`src/rtl/pipe_hazard_ctrl.sv`:
```
// Stall/flush/hold sequencer for the 5-stage pipeline registers, with a memory-wait watchdog.
// Optional performance counters are built when HAZARD_PERF_CNT_EN is defined.
module pipe_hazard_ctrl #(
    parameter int MEM_TIMEOUT = 64,
    parameter int CNT_W       = 32
) (
    input  logic             clk,
    input  logic             reset,
    input  logic [4:0]       IF_ID_rs1,
    input  logic [4:0]       IF_ID_rs2,
    input  logic             IF_ID_uses_rs2,
    input  logic [4:0]       ID_EX_rd,
    input  logic             ID_EX_MemRead,
    input  logic             EX_MEM_Branch,
    input  logic             EX_MEM_ALUzero,
    input  logic             EX_MEM_MemRead,
    input  logic             EX_MEM_MemWrite,
    input  logic             dmem_ready,
    output logic             PCWrite,
    output logic             PCSrc,
    output logic             IF_ID_Write,
    output logic             IF_ID_flush,
    output logic             ID_EX_flush,
    output logic             ID_EX_hold,
    output logic             EX_MEM_flush,
    output logic             EX_MEM_hold,
    output logic             MEM_WB_flush,
    output logic             dmem_req,
    output logic [1:0]       ctrl_state,
    output logic             timeout_err,
    output logic [CNT_W-1:0] stall_cnt,
    output logic [CNT_W-1:0] flush_cnt,
    output logic [CNT_W-1:0] memwait_cnt
);

    typedef enum logic [1:0] {
        RUN      = 2'b00,
        MEM_WAIT = 2'b01,
        FLUSH    = 2'b10
    } state_t;

    localparam logic [7:0] WAIT_LAST = 8'(MEM_TIMEOUT - 1);

    state_t     state_reg, state_next;
    logic [7:0] wait_cnt_reg, wait_cnt_next;
    logic       timeout_err_reg, timeout_err_next;

    logic taken, memop, lduse;
    logic stall_ev, flush_ev, memwait_ev;

    assign taken = EX_MEM_Branch & EX_MEM_ALUzero;
    assign memop = EX_MEM_MemRead | EX_MEM_MemWrite;
    assign lduse = ID_EX_MemRead && (ID_EX_rd != 5'd0) &&
                   ((ID_EX_rd == IF_ID_rs1) || (IF_ID_uses_rs2 && (ID_EX_rd == IF_ID_rs2)));

    always_ff @(posedge clk or negedge reset) begin
        if (!reset) begin
            state_reg       <= RUN;
            wait_cnt_reg    <= 8'd0;
            timeout_err_reg <= 1'b0;
        end else begin
            state_reg       <= state_next;
            wait_cnt_reg    <= wait_cnt_next;
            timeout_err_reg <= timeout_err_next;
        end
    end

    always_comb begin
        state_next       = state_reg;
        wait_cnt_next    = wait_cnt_reg;
        timeout_err_next = timeout_err_reg;
        PCWrite          = 1'b0;
        PCSrc            = 1'b0;
        IF_ID_Write      = 1'b0;
        IF_ID_flush      = 1'b0;
        ID_EX_flush      = 1'b0;
        ID_EX_hold       = 1'b0;
        EX_MEM_flush     = 1'b0;
        EX_MEM_hold      = 1'b0;
        MEM_WB_flush     = 1'b0;
        dmem_req         = 1'b0;
        stall_ev         = 1'b0;
        flush_ev         = 1'b0;

        // Outputs stay at zero for as long as reset is held low.
        if (reset) begin
            case (state_reg)
                RUN: begin
                    PCWrite     = 1'b1;
                    IF_ID_Write = 1'b1;
                    if (taken) begin
                        PCSrc        = 1'b1;
                        IF_ID_flush  = 1'b1;
                        ID_EX_flush  = 1'b1;
                        EX_MEM_flush = 1'b1;
                        flush_ev     = 1'b1;
                        state_next   = FLUSH;
                    end else if (memop && !dmem_ready) begin
                        dmem_req      = 1'b1;
                        PCWrite       = 1'b0;
                        IF_ID_Write   = 1'b0;
                        ID_EX_hold    = 1'b1;
                        EX_MEM_hold   = 1'b1;
                        MEM_WB_flush  = 1'b1;
                        state_next    = MEM_WAIT;
                        wait_cnt_next = 8'd1;
                    end else begin
                        dmem_req = memop;
                        if (lduse) begin
                            PCWrite     = 1'b0;
                            IF_ID_Write = 1'b0;
                            ID_EX_flush = 1'b1;
                            stall_ev    = 1'b1;
                        end
                    end
                end
                MEM_WAIT: begin
                    dmem_req = 1'b1;
                    if (dmem_ready) begin
                        PCWrite       = 1'b1;
                        IF_ID_Write   = 1'b1;
                        state_next    = RUN;
                        wait_cnt_next = 8'd0;
                        if (lduse) begin
                            PCWrite     = 1'b0;
                            IF_ID_Write = 1'b0;
                            ID_EX_flush = 1'b1;
                            stall_ev    = 1'b1;
                        end
                    end else begin
                        ID_EX_hold   = 1'b1;
                        EX_MEM_hold  = 1'b1;
                        MEM_WB_flush = 1'b1;
                        if (wait_cnt_reg == WAIT_LAST) begin
                            // Abandon the access: the stuck instruction is dropped from EX/MEM.
                            EX_MEM_hold      = 1'b0;
                            EX_MEM_flush     = 1'b1;
                            timeout_err_next = 1'b1;
                            state_next       = RUN;
                            wait_cnt_next    = 8'd0;
                        end else begin
                            wait_cnt_next = wait_cnt_reg + 8'd1;
                        end
                    end
                end
                FLUSH: begin
                    PCWrite     = 1'b1;
                    IF_ID_Write = 1'b1;
                    state_next  = RUN;
                end
                default: begin
                    state_next = RUN;
                end
            endcase
        end
    end

    assign memwait_ev  = reset && (state_reg == MEM_WAIT);
    assign ctrl_state  = state_reg;
    assign timeout_err = timeout_err_reg;

`ifdef HAZARD_PERF_CNT_EN
    logic [2:0]            cnt_inc;
    logic [2:0][CNT_W-1:0] cnt_bus;

    assign cnt_inc = {memwait_ev, flush_ev, stall_ev};

    for (genvar gi = 0; gi < 3; gi++) begin : g_cnt
        logic [CNT_W-1:0] cnt_reg;
        always_ff @(posedge clk or negedge reset) begin
            if (!reset) begin
                cnt_reg <= '0;
            end else if (cnt_inc[gi] && (cnt_reg != {CNT_W{1'b1}})) begin
                cnt_reg <= cnt_reg + CNT_W'(1);
            end
        end
        assign cnt_bus[gi] = cnt_reg;
    end

    assign stall_cnt   = cnt_bus[0];
    assign flush_cnt   = cnt_bus[1];
    assign memwait_cnt = cnt_bus[2];
`else
    logic unused_ev;
    assign unused_ev   = stall_ev ^ flush_ev ^ memwait_ev;
    assign stall_cnt   = '0;
    assign flush_cnt   = '0;
    assign memwait_cnt = '0;
`endif

endmodule

```
`config.mk`:
```
export PLATFORM = sky130hd
export DESIGN_NAME = pipe_hazard_ctrl
export DESIGN_NICKNAME = d
export VERILOG_FILES = /design/src/rtl/pipe_hazard_ctrl.sv
export SDC_FILE = /design/constraint.sdc
export NUM_CORES = 1
export LEC_CHECK = 0
export ABC_AREA = 1
export CAP_MARGIN = 20
export CORE_MARGIN = 1
export CORE_UTILIZATION = 35
export CTS_BUF_LIST = sky130_fd_sc_hd__clkbuf_2 sky130_fd_sc_hd__clkbuf_4 sky130_fd_sc_hd__clkbuf_8
export CTS_CLUSTER_DIAMETER = 200
export DETAILED_ROUTE_END_ITERATION = 8
export GPL_ROUTABILITY_DRIVEN = 0
export HOLD_SLACK_MARGIN = 0.15
export PLACE_DENSITY_LB_ADDON = 0.2
export SLEW_MARGIN = 15
export SYNTH_ARGS = -nofsm -noshare
export SYNTH_HDL_FRONTEND = slang
export SYNTH_SLANG_ARGS = --single-unit
```
`constraint.sdc`:
```
create_clock -name clk -period 1.5 [get_ports clk]
set_input_delay 0.15 -clock clk [delete_from_list [all_inputs] [get_ports clk]]
set_output_delay 0.15 -clock clk [all_outputs]
set_load 0.05 [all_outputs]
```
=== After elaboration in Yosys (flattened, before gate mapping) ===
Cells that the tools add are included.

* Input port bits: 24
* Bits in registers: 11

* Reductions and logical operators: 12
* Mux-type cells: 42
* Equal/unequal tests: 9
* Add/sub/neg operators: 1
* Bitwise operators: 3

{| class="wikitable"
|+ Operators by type and width
! kind !! number
|-
| $mux 8 || 4
|-
| $mux 1 || 26
|-
| $pmux 8 s2 || 1
|-
| $eq 5x5->1 || 2
|-
| $pmux 1 s2 || 5
|-
| $add 8x1->8 const B || 1
|-
| $eq 8x6->1 const B || 1
|-
| $mux 2 || 4
|-
| $reduce_and 4->1 || 2
|-
| $ne 3x3->1 const B || 2
|-
| $reduce_bool 5->1 || 1
|-
| $logic_and 1x1->1 || 4
|-
| $ne 2x2->1 const B || 2
|-
| $pmux 2 s2 || 1
|-
| $pmux 1 s3 || 1
|-
| $reduce_and 3->1 || 1
|-
| $eq 2x1->1 const B || 1
|-
| $eq 2x2->1 const B || 1
|-
| $logic_not 2->1 || 1
|-
| $reduce_bool 2->1 || 1
|-
| $and 1x1->1 || 1
|-
| $logic_not 1->1 || 1
|-
| $logic_or 1x1->1 || 1
|-
| $not 1->1 || 1
|-
| $or 1x1->1 || 1
|}

=== Longest topological paths before layout ===
Gate-level depths: netlist (run 1).

* Depth after elaboration: 9
* Mapped depth: 10
* Gate-level depth less buffers: 9

=== Worst setup path before layout (run 1) ===
Ideal clock, no wire load.

* Kind: register to output
* Start: register state_reg[0] (netlist: ctrl_state[0])
* End: output MEM_WB_flush
* Slack: -0.940 ns
* Data required time: 1.350 ns
* Data arrival time: 2.290 ns
* Cell stages (with the launch flop): 8
* Path buffers: 1
* Path through: dfrtp_1 -> inv_2 -> nor2_2 -> inv_2 -> nor2_2 -> inv_1 -> a21oi_1 -> buf_4

* Cells in the longest elaborated chain, start to end: 3
* Elaborated cells on any way between the ends: 4

{| class="wikitable"
|+ RTL lines
! item !! RTL line !! RTL
|-
| start: declaration || 44 || <nowiki>state_t state_reg, state_next;</nowiki>
|-
| start signal: assignment || 62 || <nowiki>state_reg <= state_next;</nowiki>
|-
| $eq 2x1->1 or $logic_not 2->1 (tied branches) || n/a ||
|-
| $pmux 1 s2 (*) || n/a ||
|-
| $mux 1 (*) || n/a ||
|-
| end: declaration || 27 || <nowiki>output logic MEM_WB_flush,</nowiki>
|}

Every way passes the cells marked *; elsewhere a longest branch is shown, timed or not.

=== Final worst setup path (run 1) ===
* Start: register wait_cnt_reg[0]
* End: output EX_MEM_hold

* Cells in the longest elaborated chain, start to end: 5

{| class="wikitable"
|+ RTL lines
! item !! RTL line !! RTL
|-
| start: declaration || 45 || <nowiki>logic [7:0] wait_cnt_reg, wait_cnt_next;</nowiki>
|-
| start signal: assignment || 63 || <nowiki>wait_cnt_reg <= wait_cnt_next;</nowiki>
|-
| $eq 8x6->1 || 134 || <nowiki>if (wait_cnt_reg == WAIT_LAST) begin</nowiki>
|-
| $mux 1 || 134 ||
|-
| $mux 1 || 119 || <nowiki>if (dmem_ready) begin</nowiki>
|-
| $pmux 1 s2 || 87 || <nowiki>case (state_reg)</nowiki>
|-
| $mux 1 || 86 || <nowiki>if (reset) begin</nowiki>
|-
| end: declaration || 26 || <nowiki>output logic EX_MEM_hold,</nowiki>
|}

No other way between the ends.

==> results of run 1 <==
area by class of cell:
| cell class | instances | area [um^2] | share of cell area [%] |
|---|---|---|---|
| sequential | 11 | 277.8 | 12.48 |
| timing repair buffer | 66 | 664.4 | 29.85 |
| multi-input combinational | 213 | 1020 | 45.81 |
| tap | 54 | 67.56 | 3.035 |
| clock buffer | 4 | 48.80 | 2.192 |
| inverter | 37 | 147.6 | 6.633 |
synthesized netlist by cell type:
cell and count:
o21ai_1 3, nand2_1 54, clkinv_1 2, nand2_4 1, inv_2 4, conb_1 1, nor2_1 19, nor2_2 4
nand2_2 1, dfrtp_1 11, buf_4 99, nand3_1 9, and3_1 1, nand4_1 4, a21oi_1 7, nor2_4 1
o211ai_1 1, nor3_1 1, xnor2_1 2, inv_1 31, or2_1 1, o21ai_0 6, ha_1 1, xor2_1 1
through the flow:
stage	setup WS [ns]	cells	setup TNS (ns)	power, mW
floorplan	-0.2260	360	-0.9020	1.822
CTS	-0.1483	379	-1.069	2.657
global route	-0.2192	385	-2.461	2.910
global placement	-0.2822	370	-2.511	2.185
finish	-0.1522	385	-1.158	2.764
detailed placement	-0.2733	370	-2.485	2.190
power groups by stage:
stage / sequential [mW] / clock [mW] / combinational [mW]
2_1_floorplan: 0.484 / 0 / 1.34
3_3_place_gp: 0.415 / 0 / 1.77
3_5_place_dp: 0.417 / 0 / 1.77
4_1_cts: 0.408 / 0.333 / 1.92
5_1_grt: 0.416 / 0.342 / 2.15
6_report: 0.411 / 0.328 / 2.03
cells by family (layout without fill, tap and decap cells):
logic type      after synthesis  count (layout)  share of synthesized area [%]
compound gates               17              17                          5.143
xor+xnor                      3               3                          1.543
fa+ha+maj                     1               1                         0.7346
buf+inv                     136             107                          51.80
flops                        11              11                          16.16
other cells                   1              96                         0.2202
simple gates                 96              96                          24.39
worst paths after layout:
kind | end | slack (ns) | cells after the start
worst min-delay path | wait_cnt_reg[2] | 0.43 | 2
worst max register to register | ctrl_state[0] | -0.02 | 7
worst max-delay path | EX_MEM_hold | -0.15 | 5
max in group asynchronous | ctrl_state[0] | 0.54 | 2
worst min register to register | timeout_err | 0.47 | 2
min in group clk | timeout_err | 0.47 | 2
worst register-to-register path, delay by kind of cell, from the launching register on:
kind,cells,cell delay (ns)
AOI/OAI and AO/OA,3,0.43
DFF,1,0.37
and+or+nand+nor,2,0.27
adders and majority gates,1,0.19
buffers and inverters,1,0.14
what timing repair did:
item                                   4_1_cts  5_1_grt
hold buffers                                 1        0
resized for setup                           32        7
setup endpoints to repair                   10       18
setup buffers                                4        6
pin swaps                                   12        6
endpoints found under the hold margin        1        0
layer usage:
layer / wire length (um) / up-vias / GRT usage (%)
met2: 1608 / 78 / 20.55
met1: 1331 / 616 / 14.96
li1: - / 737 / -
met4: 9 / 0 / 1.961
met3: 243 / 2 / 2.672
met5: 0 / - / 0
==> run metrics, run 1 <==
CP top delay family=flip-flops; area leader, netlist=buf_4; Worst Slack Setup Final=-0.1522 ns; fmax=605.2 MHz; Num CTS Buffers=3; Switching Power=1.516 mW; clock share of power=11.9%; Final min period=1.652 ns; Hold Path Class=in -> async; drt via density=3.722; clock root buffer=clkbuf_8; Mapped Area=1703 um^2; largest net degree at the start of global routing=11; starting density of the core=36.29%; Layout fillers=488; kind of critical path=reg -> out; chip width=71.75 um; dpl hpwl=2609 um; Lkg Pwr=1.276 nW; FF+latch count, synth=11; CP startpoint kind=register; placed instance area=2024 um^2; register area share after synthesis=16.16%; Area Growth Syn to Fin=30.71%; Worst Setup SP=wait_cnt_reg[0]; Critical Path RT=1.35 ns; Final Cell Area=2226 um^2; CP Capture Type=primary output; status=finished with violations; Cells after Synth=265; Max stage delay on crit path=0.37 ns; most frequent cells in the layout=96 x conb_1, 48 x nand2_1, 32 x buf_4, 25 x inv_1, 14 x nor2_1; DR iter-0 viols=52; largest fanout on the critical path=3; ANT nets after route=0; clock tree skew after final layout=0.0007500 ns; H-tree levels=1; Clock Latency Late Sink=0.24 ns; I/O Buffers=36; fin. max-slew vios=0; Peak VDD IR=0.6408 mV; combinational share of power=73.3%; max reg flops=8; Wirelength per Cell=8.291 um; initial antenna violation count=0; final WL=3192 um; GRT Overall Usage=11.75%; routed via count=1433; TritonRoute pass-1 iters=4; # clock sinks=11; drt drc=0; P per Cell Area=1242 nW/um^2; ant diodes=0; top cells by area, synth=buf_4 44%, dfrtp_1 16%, nand2_1 12%; most common cell after layout, fill and taps aside=conb_1; Bufs and invs on worst path=1; first-pass GRT wire length=4857 um; Core Footprint=4692 um^2; global route overflow=0; die height=71.75 um; power share of the sequential group=14.9%; full die area=5148 um^2; Max-cap violations=0; sw frac=54.85%; failing checks=negative setup slack; post-synth top area share=43.64%; post-synth cell types=24; crit path DAT=1.50 ns; share of cells above drive strength 1=25.98%; final worst-path cycle share=110.1%; Ports=133; synth warn=0; final-report setup violation count=12; clock-pin slew on the worst setup and hold paths=0.05 ns; Final #Nets=357; FF-to-FF Start=wait_cnt_reg[0]; hold slack=0.4267 ns; Final Util=47.44%; clock buffer depth=2; RSZ-0062 raised after global routing=true; Site Rows=25; vias in the first global route=1137; Hold Vio Cnt, Final=0; internal power=1.248 mW; CTS tree=yes; Critical-path top delay cell=dfrtp_1; Synth Area per Inst=6.426 um^2; CP cell instances=ha_2 > nand4_1 > o21ai_2 > a21oi_2 > buf_12
No activity file was read; power rests on OpenSTA's default activity.
==> inputs of run 2 (changes only) <==
SKIP_CTS_REPAIR_TIMING = 1   (was unset)
==> run 2 against run 1 <==
  * The flow still finishes with violations (negative setup slack)
  * Sequential cell count unchanged
  * Clock skew hardly changed
  * Maximum frequency fell by 0.16%
  * Hold slack got worse by 0.0082 ns
  * Via count is 0.42% lower
  * Sequential power up 2%
  * Highest routed layer unchanged
  * Core utilization rose by 2.0 points
  * Clock power about the same
  * Die area stayed put
  * Routed wire length grew 1.6%
==> run metrics, run 2 (same netlist as run 1, synthesis figures left out) <==
routed via count=1427; ant diodes=0; clock-pin slew on the worst setup and hold paths=0.05 ns; failing checks=negative setup slack; Lkg Pwr=1.422 nW; layer with the highest usage=met2; final WL=3242 um; clock buffer depth=2; FF-to-FF Start=ctrl_state[1]; vias in the first global route=1086; # clock sinks=11; DP Cell Count=370; share of cells above drive strength 1=26.83%; Area Growth Syn to Fin=36.30%; drt via density=3.736; Layout fillers=486; Final #Nets=354; CP Capture Type=primary output; Ports=133; final-report setup violation count=10; ANT nets after route=0; kind of critical path=reg -> out; GRT Overall Usage=11.19%; Critical Path RT=1.35 ns; Core Footprint=4692 um^2; RR Endpoint=wait_cnt_reg[4]; max reg flops=8; post-route insts no fill=382; dpl hpwl=2609 um; die height=71.75 um; Peak VDD IR=0.6457 mV; fin. max-slew vios=0; Hold Vio Cnt, Final=0; TritonRoute pass-1 iters=4; first-pass GRT wire length=4636 um; cell mode on critical path=inv_2; met1 GRT Util=14.53%; starting density of the core=36.29%; final worst-path cycle share=110.3%; met2 Track Usage GR=19.08%; CTS tree=yes; CP startpoint kind=register; Clock Latency Late Sink=0.24 ns; Worst Slack Setup Final=-0.1549 ns; drt drc=0; initial antenna violation count=0; RSZ-0062 raised after global routing=true; clock root buffer=clkbuf_8; I/O Buffers=36; largest net degree at the start of global routing=11; Final Util=49.47%; Max stage delay on crit path=0.45 ns; CP cell instances=inv_2 > nand2_4 > inv_2 > nand2_4 > nor2_4 > inv_2 > a21oi_4 > buf_12; fmax=604.3 MHz; DR iter-0 viols=37; Max-cap violations=0; Wirelength per Cell=8.487 um; Critical-path top delay cell=dfrtp_2; Final min period=1.655 ns; status=finished with violations; global route overflow=0; Num CTS Buffers=3; largest fanout on the critical path=5; most frequent cells in the layout=96 x conb_1, 46 x nand2_1, 27 x buf_4, 26 x inv_1, 18 x dlymetal6s2s_1; P per Cell Area=1217 nW/um^2; Site Rows=25; GR Util met3=2.672%; flop2flop setup slack=0 ns; chip width=71.75 um; full die area=5148 um^2; Pwr Total=2.824 mW; clock tree skew after final layout=0.0006650 ns; Hold Path Class=in -> async; H-tree levels=1; most common cell after layout, fill and taps aside=conb_1; crit path DAT=1.50 ns; R2R depth=10
## run 2: cell types whose count changed in the layout (fill, tap and decap cells not counted), moves of 3 or more
cell / before / now
dlymetal6s2s_1: 0 / 18
dlygate4sd2_1: 13 / 0
buf_4: 32 / 27
clkdlybuf4s50_1: 10 / 5
o21ai_0: 5 / 2
o21ai_1: 2 / 5
## run 2: layout make-up
type	instances	area, um^2	share of cell area (%)
clock buffer	4	48.80	2.102
inverter	37	153.9	6.631
multi-input combinational	213	1054	45.39
sequential	11	277.8	11.97
tap	54	67.56	2.911
timing repair buffer	63	719.4	31.00
## run 2: worst max-delay path by stage
stage,from,endpoint,depth (start not counted)
floorplan,ctrl_state[0],ID_EX_flush,5
global placement,ID_EX_rd[2],PCWrite,11
detailed placement,ID_EX_rd[2],IF_ID_Write,11
CTS,ID_EX_rd[2],IF_ID_Write,11
global route,wait_cnt_reg[0],EX_MEM_flush,6
finish,ctrl_state[1],ID_EX_hold,8
## run 2: where the power goes
group | leakage [nW] | internal [mW] | total, mW | switching [mW]
logic | 1.25 | 0.714 | 2.08 | 1.36
clock network | 0.0262 | 0.206 | 0.327 | 0.121
registers | 0.141 | 0.356 | 0.418 | 0.0620
## run 2: layer usage
| metal | vias up | part of all wire (%) |
|---|---|---|
| li1 | 737 | - |
| met1 | 615 | 41 |
| met2 | 73 | 51 |
| met3 | 2 | 7.6 |
| met4 | 0 | 0.22 |
| met5 | - | 0 |
## run 2: per-stage QoR
stage / hold slack (ns) / setup TNS [ns] / setup slack (ns) / instance area [um^2]
after detailed placement: 0.4001 / -2.485 / -0.2733 / 2024
after global placement: 0.3976 / -2.511 / -0.2822 / 2024
after floorplan: -0.1456 / -0.9020 / -0.2260 / 2120
final: 0.4185 / -1.258 / -0.1549 / 2321
after CTS: 0.1416 / -1.863 / -0.2870 / 2073
after global routing: 0.4338 / -2.573 / -0.2406 / 2321
## run 2: critical path, delay by kind of cell (launching register included)
| family | cells | cell delay [ns] |
|---|---|---|
| AO/OA/AOI/OAI | 1 | 0.19 |
| AND/OR/NAND/NOR | 3 | 0.23 |
| flip-flops | 1 | 0.45 |
| buffers and inverters | 4 | 0.37 |
==> inputs of run 3 (changes only) <==
ABC_CLOCK_PERIOD_IN_PS = 1500   (was unset)
==> results of run 3 <==
Same layout as run 2: the final DEF is identical, and so are final timing and power.
